`config.mk`:
```
export PLATFORM = sky130hd
export DESIGN_NAME = systolic_feeder
export DESIGN_NICKNAME = d
export VERILOG_FILES = /design/src/rtl/systolic_feeder.sv
export SDC_FILE = /design/constraint.sdc
export NUM_CORES = 1
export LEC_CHECK = 0
export ABC_AREA = 1
export CAP_MARGIN = 30
export CORE_ASPECT_RATIO = 0.8
export CORE_MARGIN = 2
export CORE_UTILIZATION = 50
export CTS_CLUSTER_DIAMETER = 50
export CTS_CLUSTER_SIZE = 14
export DETAILED_ROUTE_END_ITERATION = 12
export GPL_ROUTABILITY_DRIVEN = 0
export GPL_TIMING_DRIVEN = 0
export PLACE_DENSITY = 0.67
export SLEW_MARGIN = 20
export SYNTH_ARGS = -nofsm -noshare
export SYNTH_HDL_FRONTEND = slang
export SYNTH_SLANG_ARGS = --single-unit
```
`constraint.sdc`:
```
create_clock -name clk_in -period 10.2 [get_ports clk_in]
set_input_delay 1.02 -clock clk_in [delete_from_list [all_inputs] [get_ports clk_in]]
set_output_delay 1.02 -clock clk_in [all_outputs]
set_load 0.02 [all_outputs]
```
`src/rtl/systolic_feeder.sv`:
```
// systolic_feeder: collects one job of ARRAY_SIZE operand beats (column k of A,
// row k of B), then replays them as the diagonally skewed wavefronts that an
// output-stationary N x N systolic array consumes on its left and top edges.
//
// state   | meaning
// --------+-------------------------------------------------------------
// S_IDLE  | waiting for beat 0 of a job, outputs quiet
// S_LOAD  | capturing beats 1..N-1, gaps in in_valid allowed
// S_FEED  | t = 1..2N-1, skewed operands driven on a_out / b_out
// S_FLUSH | t = 2N..3N-2, edges quiet while the last pairs ripple through
// S_DONE  | t = 3N-1, single-cycle done pulse, back to S_IDLE next cycle
module systolic_feeder #(
    parameter int DATA_WIDTH = 8,
    parameter int ARRAY_SIZE = 8
) (
    input  logic                             clk_in,
    input  logic                             rst,
    input  logic                             in_valid,
    output logic                             in_ready,
    input  logic [ARRAY_SIZE*DATA_WIDTH-1:0] in_a_col,
    input  logic [ARRAY_SIZE*DATA_WIDTH-1:0] in_b_row,
    output logic [ARRAY_SIZE*DATA_WIDTH-1:0] a_out,
    output logic [ARRAY_SIZE*DATA_WIDTH-1:0] b_out,
    output logic                             busy,
    output logic                             done
);

    localparam int N  = ARRAY_SIZE;
    localparam int W  = DATA_WIDTH;
    localparam int TW = $clog2(3 * N);
    localparam int KW = (N > 1) ? $clog2(N) : 1;

    localparam logic [TW-1:0] T_ONE        = TW'(1);
    localparam logic [TW-1:0] K_LAST       = TW'(N - 1);
    localparam logic [TW-1:0] T_FEED_LAST  = TW'(2 * N - 1);
    localparam logic [TW-1:0] T_FLUSH_LAST = TW'(3 * N - 2);

    typedef enum logic [2:0] {
        S_IDLE,
        S_LOAD,
        S_FEED,
        S_FLUSH,
        S_DONE
    } state_t;

    state_t         state_q, state_d;
    logic [TW-1:0]  k_q, k_d;
    logic [TW-1:0]  t_q, t_d;
    logic           accept;

    // a_buf[i][k] = A[i][k], b_buf[k][j] = B[k][j]
    logic [W-1:0]   a_buf_q [N][N];
    logic [W-1:0]   a_buf_d [N][N];
    logic [W-1:0]   b_buf_q [N][N];
    logic [W-1:0]   b_buf_d [N][N];

    // Handshake and status depend on the registered state only.
    assign in_ready = (state_q == S_IDLE) || (state_q == S_LOAD);
    assign accept   = in_valid && in_ready;
    assign busy     = (state_q != S_IDLE);
    assign done     = (state_q == S_DONE);

    // Next-state logic: beat counter during loading, phase counter afterwards.
    always_comb begin
        state_d = state_q;
        k_d     = k_q;
        t_d     = t_q;
        case (state_q)
            S_IDLE: begin
                if (accept) begin
                    if (N == 1) begin
                        state_d = S_FEED;
                        k_d     = '0;
                        t_d     = T_ONE;
                    end else begin
                        state_d = S_LOAD;
                        k_d     = TW'(1);
                    end
                end
            end
            S_LOAD: begin
                if (accept) begin
                    if (k_q == K_LAST) begin
                        state_d = S_FEED;
                        k_d     = '0;
                        t_d     = T_ONE;
                    end else begin
                        k_d = k_q + TW'(1);
                    end
                end
            end
            S_FEED: begin
                t_d = t_q + T_ONE;
                if (t_q == T_FEED_LAST) begin
                    // a 1x1 array has an empty flush window
                    state_d = (N == 1) ? S_DONE : S_FLUSH;
                end
            end
            S_FLUSH: begin
                t_d = t_q + T_ONE;
                if (t_q == T_FLUSH_LAST) begin
                    state_d = S_DONE;
                end
            end
            S_DONE: begin
                state_d = S_IDLE;
                k_d     = '0;
                t_d     = '0;
            end
            default: begin
                state_d = S_IDLE;
                k_d     = '0;
                t_d     = '0;
            end
        endcase
    end

    // Control registers, cleared asynchronously so a reset aborts any job at once.
    always_ff @(posedge clk_in or negedge rst) begin
        if (!rst) begin
            state_q <= S_IDLE;
            k_q     <= '0;
            t_q     <= '0;
        end else begin
            state_q <= state_d;
            k_q     <= k_d;
            t_q     <= t_d;
        end
    end

    // Operand capture: an accepted beat lands at index k (k is 0 in IDLE).
    always_comb begin
        a_buf_d = a_buf_q;
        b_buf_d = b_buf_q;
        if (accept) begin
            for (int i = 0; i < N; i++) begin
                a_buf_d[i][k_q[KW-1:0]] = in_a_col[i*W +: W];
                b_buf_d[k_q[KW-1:0]][i] = in_b_row[i*W +: W];
            end
        end
    end

    // Operand storage; a new job always overwrites every entry before use.
    always_ff @(posedge clk_in) begin
        a_buf_q <= a_buf_d;
        b_buf_q <= b_buf_d;
    end

    // Edge g is live for t = g+1 .. g+N and then shows element t-1-g.
    for (genvar g = 0; g < N; g++) begin : g_edge
        localparam logic [TW-1:0] T_LO = TW'(g + 1);
        localparam logic [TW-1:0] T_HI = TW'(g + N);
        logic [KW-1:0] off;
        logic          live;
        assign off  = KW'(t_q - T_LO);
        assign live = (state_q == S_FEED) && (t_q >= T_LO) && (t_q <= T_HI);
        assign a_out[g*W +: W] = live ? a_buf_q[g][off] : '0;
        assign b_out[g*W +: W] = live ? b_buf_q[off][g] : '0;
    end

endmodule

```
# Yosys cells after proc, flatten, opt, wreduce, memory -nomap -nowiden
# Index checks and enable logic that the tools add are counted.
# W data, S select, Z words.
[word_totals] ff_bits=1037 out_inout_bits=131 wordCells=326
[classes] n_addsub=10 n_lt_le_gt_ge=26 eq_ne=12 n_mux=111 n_bitwise=11 reduce_logical=25
[op_table] operator="$bwmux W512" n=8
[op_table] operator="$bmux W64 S3" n=8
[op_table] operator="$demux W64 S3" n=8
[op_table] operator="$bwmux W64" n=8
[op_table] operator="$mux W8" n=36
[op_table] operator="$bmux W8 S3" n=8
[op_table] operator="$mux W64" n=3
[op_table] operator="$mux W56" n=3
[op_table] operator="$mux W48" n=3
[op_table] operator="$mux W40" n=3
[op_table] operator="$mux W32" n=3
[op_table] operator="$mux W24" n=3
[op_table] operator="$mux W16" n=3
[op_table] operator="$le A5 B4 Y1 const B" n=8
[op_table] operator="$ge A4 B4 Y1 const B" n=9
[op_table] operator="$not A3 Y4" n=9
[op_table] operator="$pmux W5 S3" n=2
[op_table] operator="$mux W5" n=5
[op_table] operator="$demux W8 S3" n=1
[op_table] operator="$ge A5 B3 Y1 const B" n=4
[op_table] operator="$logic_and A1 B1 Y1" n=18
[op_table] operator="$mux W3" n=5
[op_table] operator="$pmux W3 S4" n=1
[op_table] operator="$sub A3 B3 Y3 const B" n=4
[op_table] operator="other kinds (22)" n=32

# Depth between registers and ports, before layout
[logic_depth] depth_word=13 depth_mapped=15 ltp_nobuf=10

# Least setup slack after synthesis
# OpenSTA, ideal clock, no wires.
[synth_timing] path_kind="input -> register" startpoint="input port in_valid" endpoint="register a_buf_q[0] in the netlist's numbering (enable)" setup_ps=617 arrival_ps=6654 path_slack_ps=2929 cell_stages=4 path_buffers=0 cell_sequence="inv_1 nor2_1 inv_1 nor2_1"
[synth_via] elab_chain_cells=1
[synth_rtl] item="start, declared" line_no="18" text="input logic in_valid,"
[synth_rtl] item="$logic_and A1 B1 Y1" line_no="59" text="assign accept = in_valid && in_ready;"
[synth_rtl] item="end signal, assigned" line_no="145" text="a_buf_q <= a_buf_d;"
[synth_rtl] item="end, declared" line_no="52" text="logic [W-1:0] a_buf_q [N][N];"
# No other way between the ends.
# A chain may end at the register's enable or synchronous reset.

# Worst setup path after layout
[layout_timing] startpoint="register t_q[0]" endpoint="output port b_out[55]"
[layout_via] elab_chain_cells=6 elab_cells_between_ends=10 classes_between="add/sub (1); order compare (2); mux (4); bitwise (1); reduce/logical (2)"
[layout_rtl] item="start, declared" line_no="48" text="logic [TW-1:0] t_q, t_d;"
[layout_rtl] item="start signal, assigned" line_no="127" text="t_q <= t_d;"
[layout_rtl] item="$sub A3 B3 Y3" line_no="155" text="assign off = KW'(t_q - T_LO);"
[layout_rtl] item="$not A3 Y4 (implied by the code)" line_no="158" text="assign b_out[g*W +: W] = live ? b_buf_q[off][g] : '0;"
[layout_rtl] item="$bmux W64 S3" line_no="158"
[layout_rtl] item="$mux W16 (implied by the code) (2 in series)" line_no="158"
[layout_rtl] item="$mux W8 *" line_no="158"
[layout_rtl] item="end, declared" line_no="23" text="output logic [ARRAY_SIZE*DATA_WIDTH-1:0] b_out,"
# Every way passes the cells marked *; elsewhere a longest branch is shown, timed or not. The select of a mux whose other input is x is not followed.

==> results.yml <==
status:
  outcome: "complete, no violations"
run:
  cap_violations: 0
clock_tree:
  ctsResizeCount: 0
  cts_root_buffer: "clkbuf_16"
  cts_tree: "yes"
  clock_latency_ps: 670
  postCtsHoldBufs: 0
  cts_sinks: 1037
  clockBufferDepth: 3
  htree_levels: 3
  cts_setup_buffers: 0
  cts_buffers: 95
  clkTransAtPathRegs_ps: 70
synth:
  synth_area_per_cell_um2: 11.8
  ys_seq_area_frac: 0.741
  netlist_area_um2: 41900
  synthTopCellsByCount: "edfxtp_1, nand2_1, nor2_1, nand3_1, o21ai_0"
  synth_top_area_cell: "edfxtp_1"
  synth.ff_latch_count: 1037
  synth.distinct_cells: 32
  netlist.area_leader.share: 0.734
  synth.most_common_cell: "edfxtp_1"
  synth.area.top_cells: "edfxtp_1, nand2_1, nor2_1"
  synthesis.nets: 3692
  yosysWarnings: 0
  async_reset_ff_frac: 0.0125
  postSynthCellCount: 3549
  ys.flop_type: "edfxtp_1"
  synth_edf_count: 1024
worst_hold_path:
  min_to: "k_q[4]"
  hp-start: "k_q[4]"
  holdPathStages: 2
  hold_class: "reg -> reg"
timing:
  fmax_ghz: 0.163
  setup_viol: 0
  rsz0062_at_grt: "no"
  tightest_slew_ps: 1100
  finalHoldViolCount: 0
  min_period_over_period: 0.603
  slew_headroom: 0.266
  period_needed_ps: 6150
  clock_skew_ps: 25.0
  slew_violations: 0
power:
  p_int_mw: 8.73
  p_total_mw: 14.6
  swShare: 0.401
  worst_ir_drop_vdd_mv: 0.186
  p_seq_frac: 0.352
  powerDensity_nw_per_um2: 288
  pwr-share-clk: 0.245
  p_sw_mw: 5.84
  comb_power_share: 0.402
  power_leakage_nw: 17.7
cells_and_area:
  layout.cells.non_filler: 5142
  area_growth_pct: 20.6
  drive_gt1_frac: 0.0806
  fin_nets: 4112
drt:
  viasPerCell: 5.77
  dr.first_iter.drc_count: 4407
  post_drt_wl_per_cell_um: 24.5
  drc: 0
  drt-total-wl_um: 126000
  ant_nets: 0
  routed-via-count: 29700
  first_pass_iters: 8
worst_setup_path:
  start_kind: "flip-flop"
  crit_type: "reg -> out"
  cp.arrival_ps: 5130
  rrSetupSlack_ps: 6850
  critPathCaptureType: "output pin"
  reg2reg_depth: 12
  required_ps: 9180
  critPathMaxFanout: 12
  r2r-end: "t_q[1]"
  r2r_start: "t_q[0]"
grt:
  gr-total-overflow: 0
  antenna_found_initial: 12
  grt_max_degree: 23
  grt_pass1_wl_um: 182000
  grtUsageTotal: 0.290
  grt_pass1_vias: 27600
die:
  dieArea_um2: 86200
  initial_core_util: 0.507
  die_x_um: 328
  core_area_um2: 82700
  dieHeight_um: 263
  num_rows: 94
  ios: 262
place:
  dp_cells: 4975
  place_hpwl_um: 85500
  portBuffers: 261
## metrics by stage
step	area (um^2)	setup WS, ps	utilization	setup TNS [ps]	hold slack [ps]
2_1_floorplan	41900	2930	-	0	500
3_3_place_gp	45900	-3190	0.555	-3110230	527
3_5_place_dp	47500	4820	0.574	0	549
4_1_cts	50500	4080	0.611	0	563
5_1_grt	50500	3850	0.611	0	581
6_report	50500	4050	0.611	0	568
## critical path: stages (launching register included)
cell and delay [ps]:
dfrtp_1 430, buf_6 170, inv_4 120, buf_6 180, buf_6 170, buf_6 220, buf_4 300, ha_1 280
buf_2 150, inv_2 300, buf_2 500, buf_1 640, nand3_1 150, a21oi_1 170, nor2_1 100, clkdlybuf4s50_1 540
## per-layer routing
| metal | vias to the layer above | routed length (um) | global-route usage |
|---|---|---|---|
| li1 | 13300 | - | - |
| met1 | 14400 | 51000 | 0.425 |
| met2 | 1857 | 56600 | 0.437 |
| met3 | 209 | 15400 | 0.0654 |
| met4 | 10 | 3030 | 0.0784 |
| met5 | - | 65 | 0 |
## worst max path at each step
stage	startpoint	endpoint	slack, ps	cells past startpoint
2_1_floorplan	in_valid	a_buf_q[0]	2930	4
3_3_place_gp	in_valid	b_buf_q[217]	-3190	5
3_5_place_dp	t_q[0]	b_out[18]	4820	15
4_1_cts	t_q[0]	b_out[18]	4080	15
5_1_grt	t_q[0]	a_out[55]	3850	15
6_report	t_q[0]	b_out[55]	4050	15
## placed cells by master (no fill, tap or decap), types with 6 or more instances in the layout
master	netlist	final
nand3_1	459	459
edfxtp_1	1024	1024
buf_2	85	85
nor2_4	3	11
nor2_1	692	684
clkinv_2	0	12
diode_2	0	6
ha_1	12	12
buf_4	15	15
buf_1	24	24
o21ai_0	269	269
buf_16	0	37
dfrtp_1	13	13
inv_1	39	39
buf_6	4	6
clkbuf_16	0	98
clkdlybuf4s50_1	0	261
clkbuf_1	85	103
nand2_1	713	713
clkinv_1	1	7
bufinv_16	0	10
a21oi_1	86	86
buf_12	0	22
## sequential cells by signal, summed over array words and instances (netlist names)
signal and count:
a_buf_q 512, b_buf_q 512, k_q 5, t_q 5, state_q 3
## power by group through the flow
stage	clock network, mW	logic (mW)	registers (mW)
after floorplan	0	3.21	5.27
after global placement	0	5.51	5.36
after detailed placement	0	5.75	5.22
after CTS	3.59	5.78	5.13
after global routing	3.75	6.30	5.16
final	3.58	5.87	5.13
## layout make-up
cell class	instances	area [um^2]
buffer	213	992
fill	6331	32100
clock buffer	118	2550
inverter	46	175
sequential	1037	31100
timing repair buffer	323	4110
tap	1104	1380
multi-input combinational	2253	9740
antenna	6	15.0
clock inverter	42	513
## kinds of logic (layout without fill, tap and decap cells)
group / after synthesis / in the layout / share of synthesized area
buffers and inverters: 259 / 742 / 0.0278
and+or+nand+nor: 1876 / 1876 / 0.183
adders and majority gates: 12 / 12 / 0.00358
DFF: 1037 / 1037 / 0.741
other: 0 / 6 / 0
AOI/OAI and AO/OA: 364 / 364 / 0.0440
xor gates and xnor gates: 1 / 1 / 0.000388
Power figures use the tool's default switching activity.
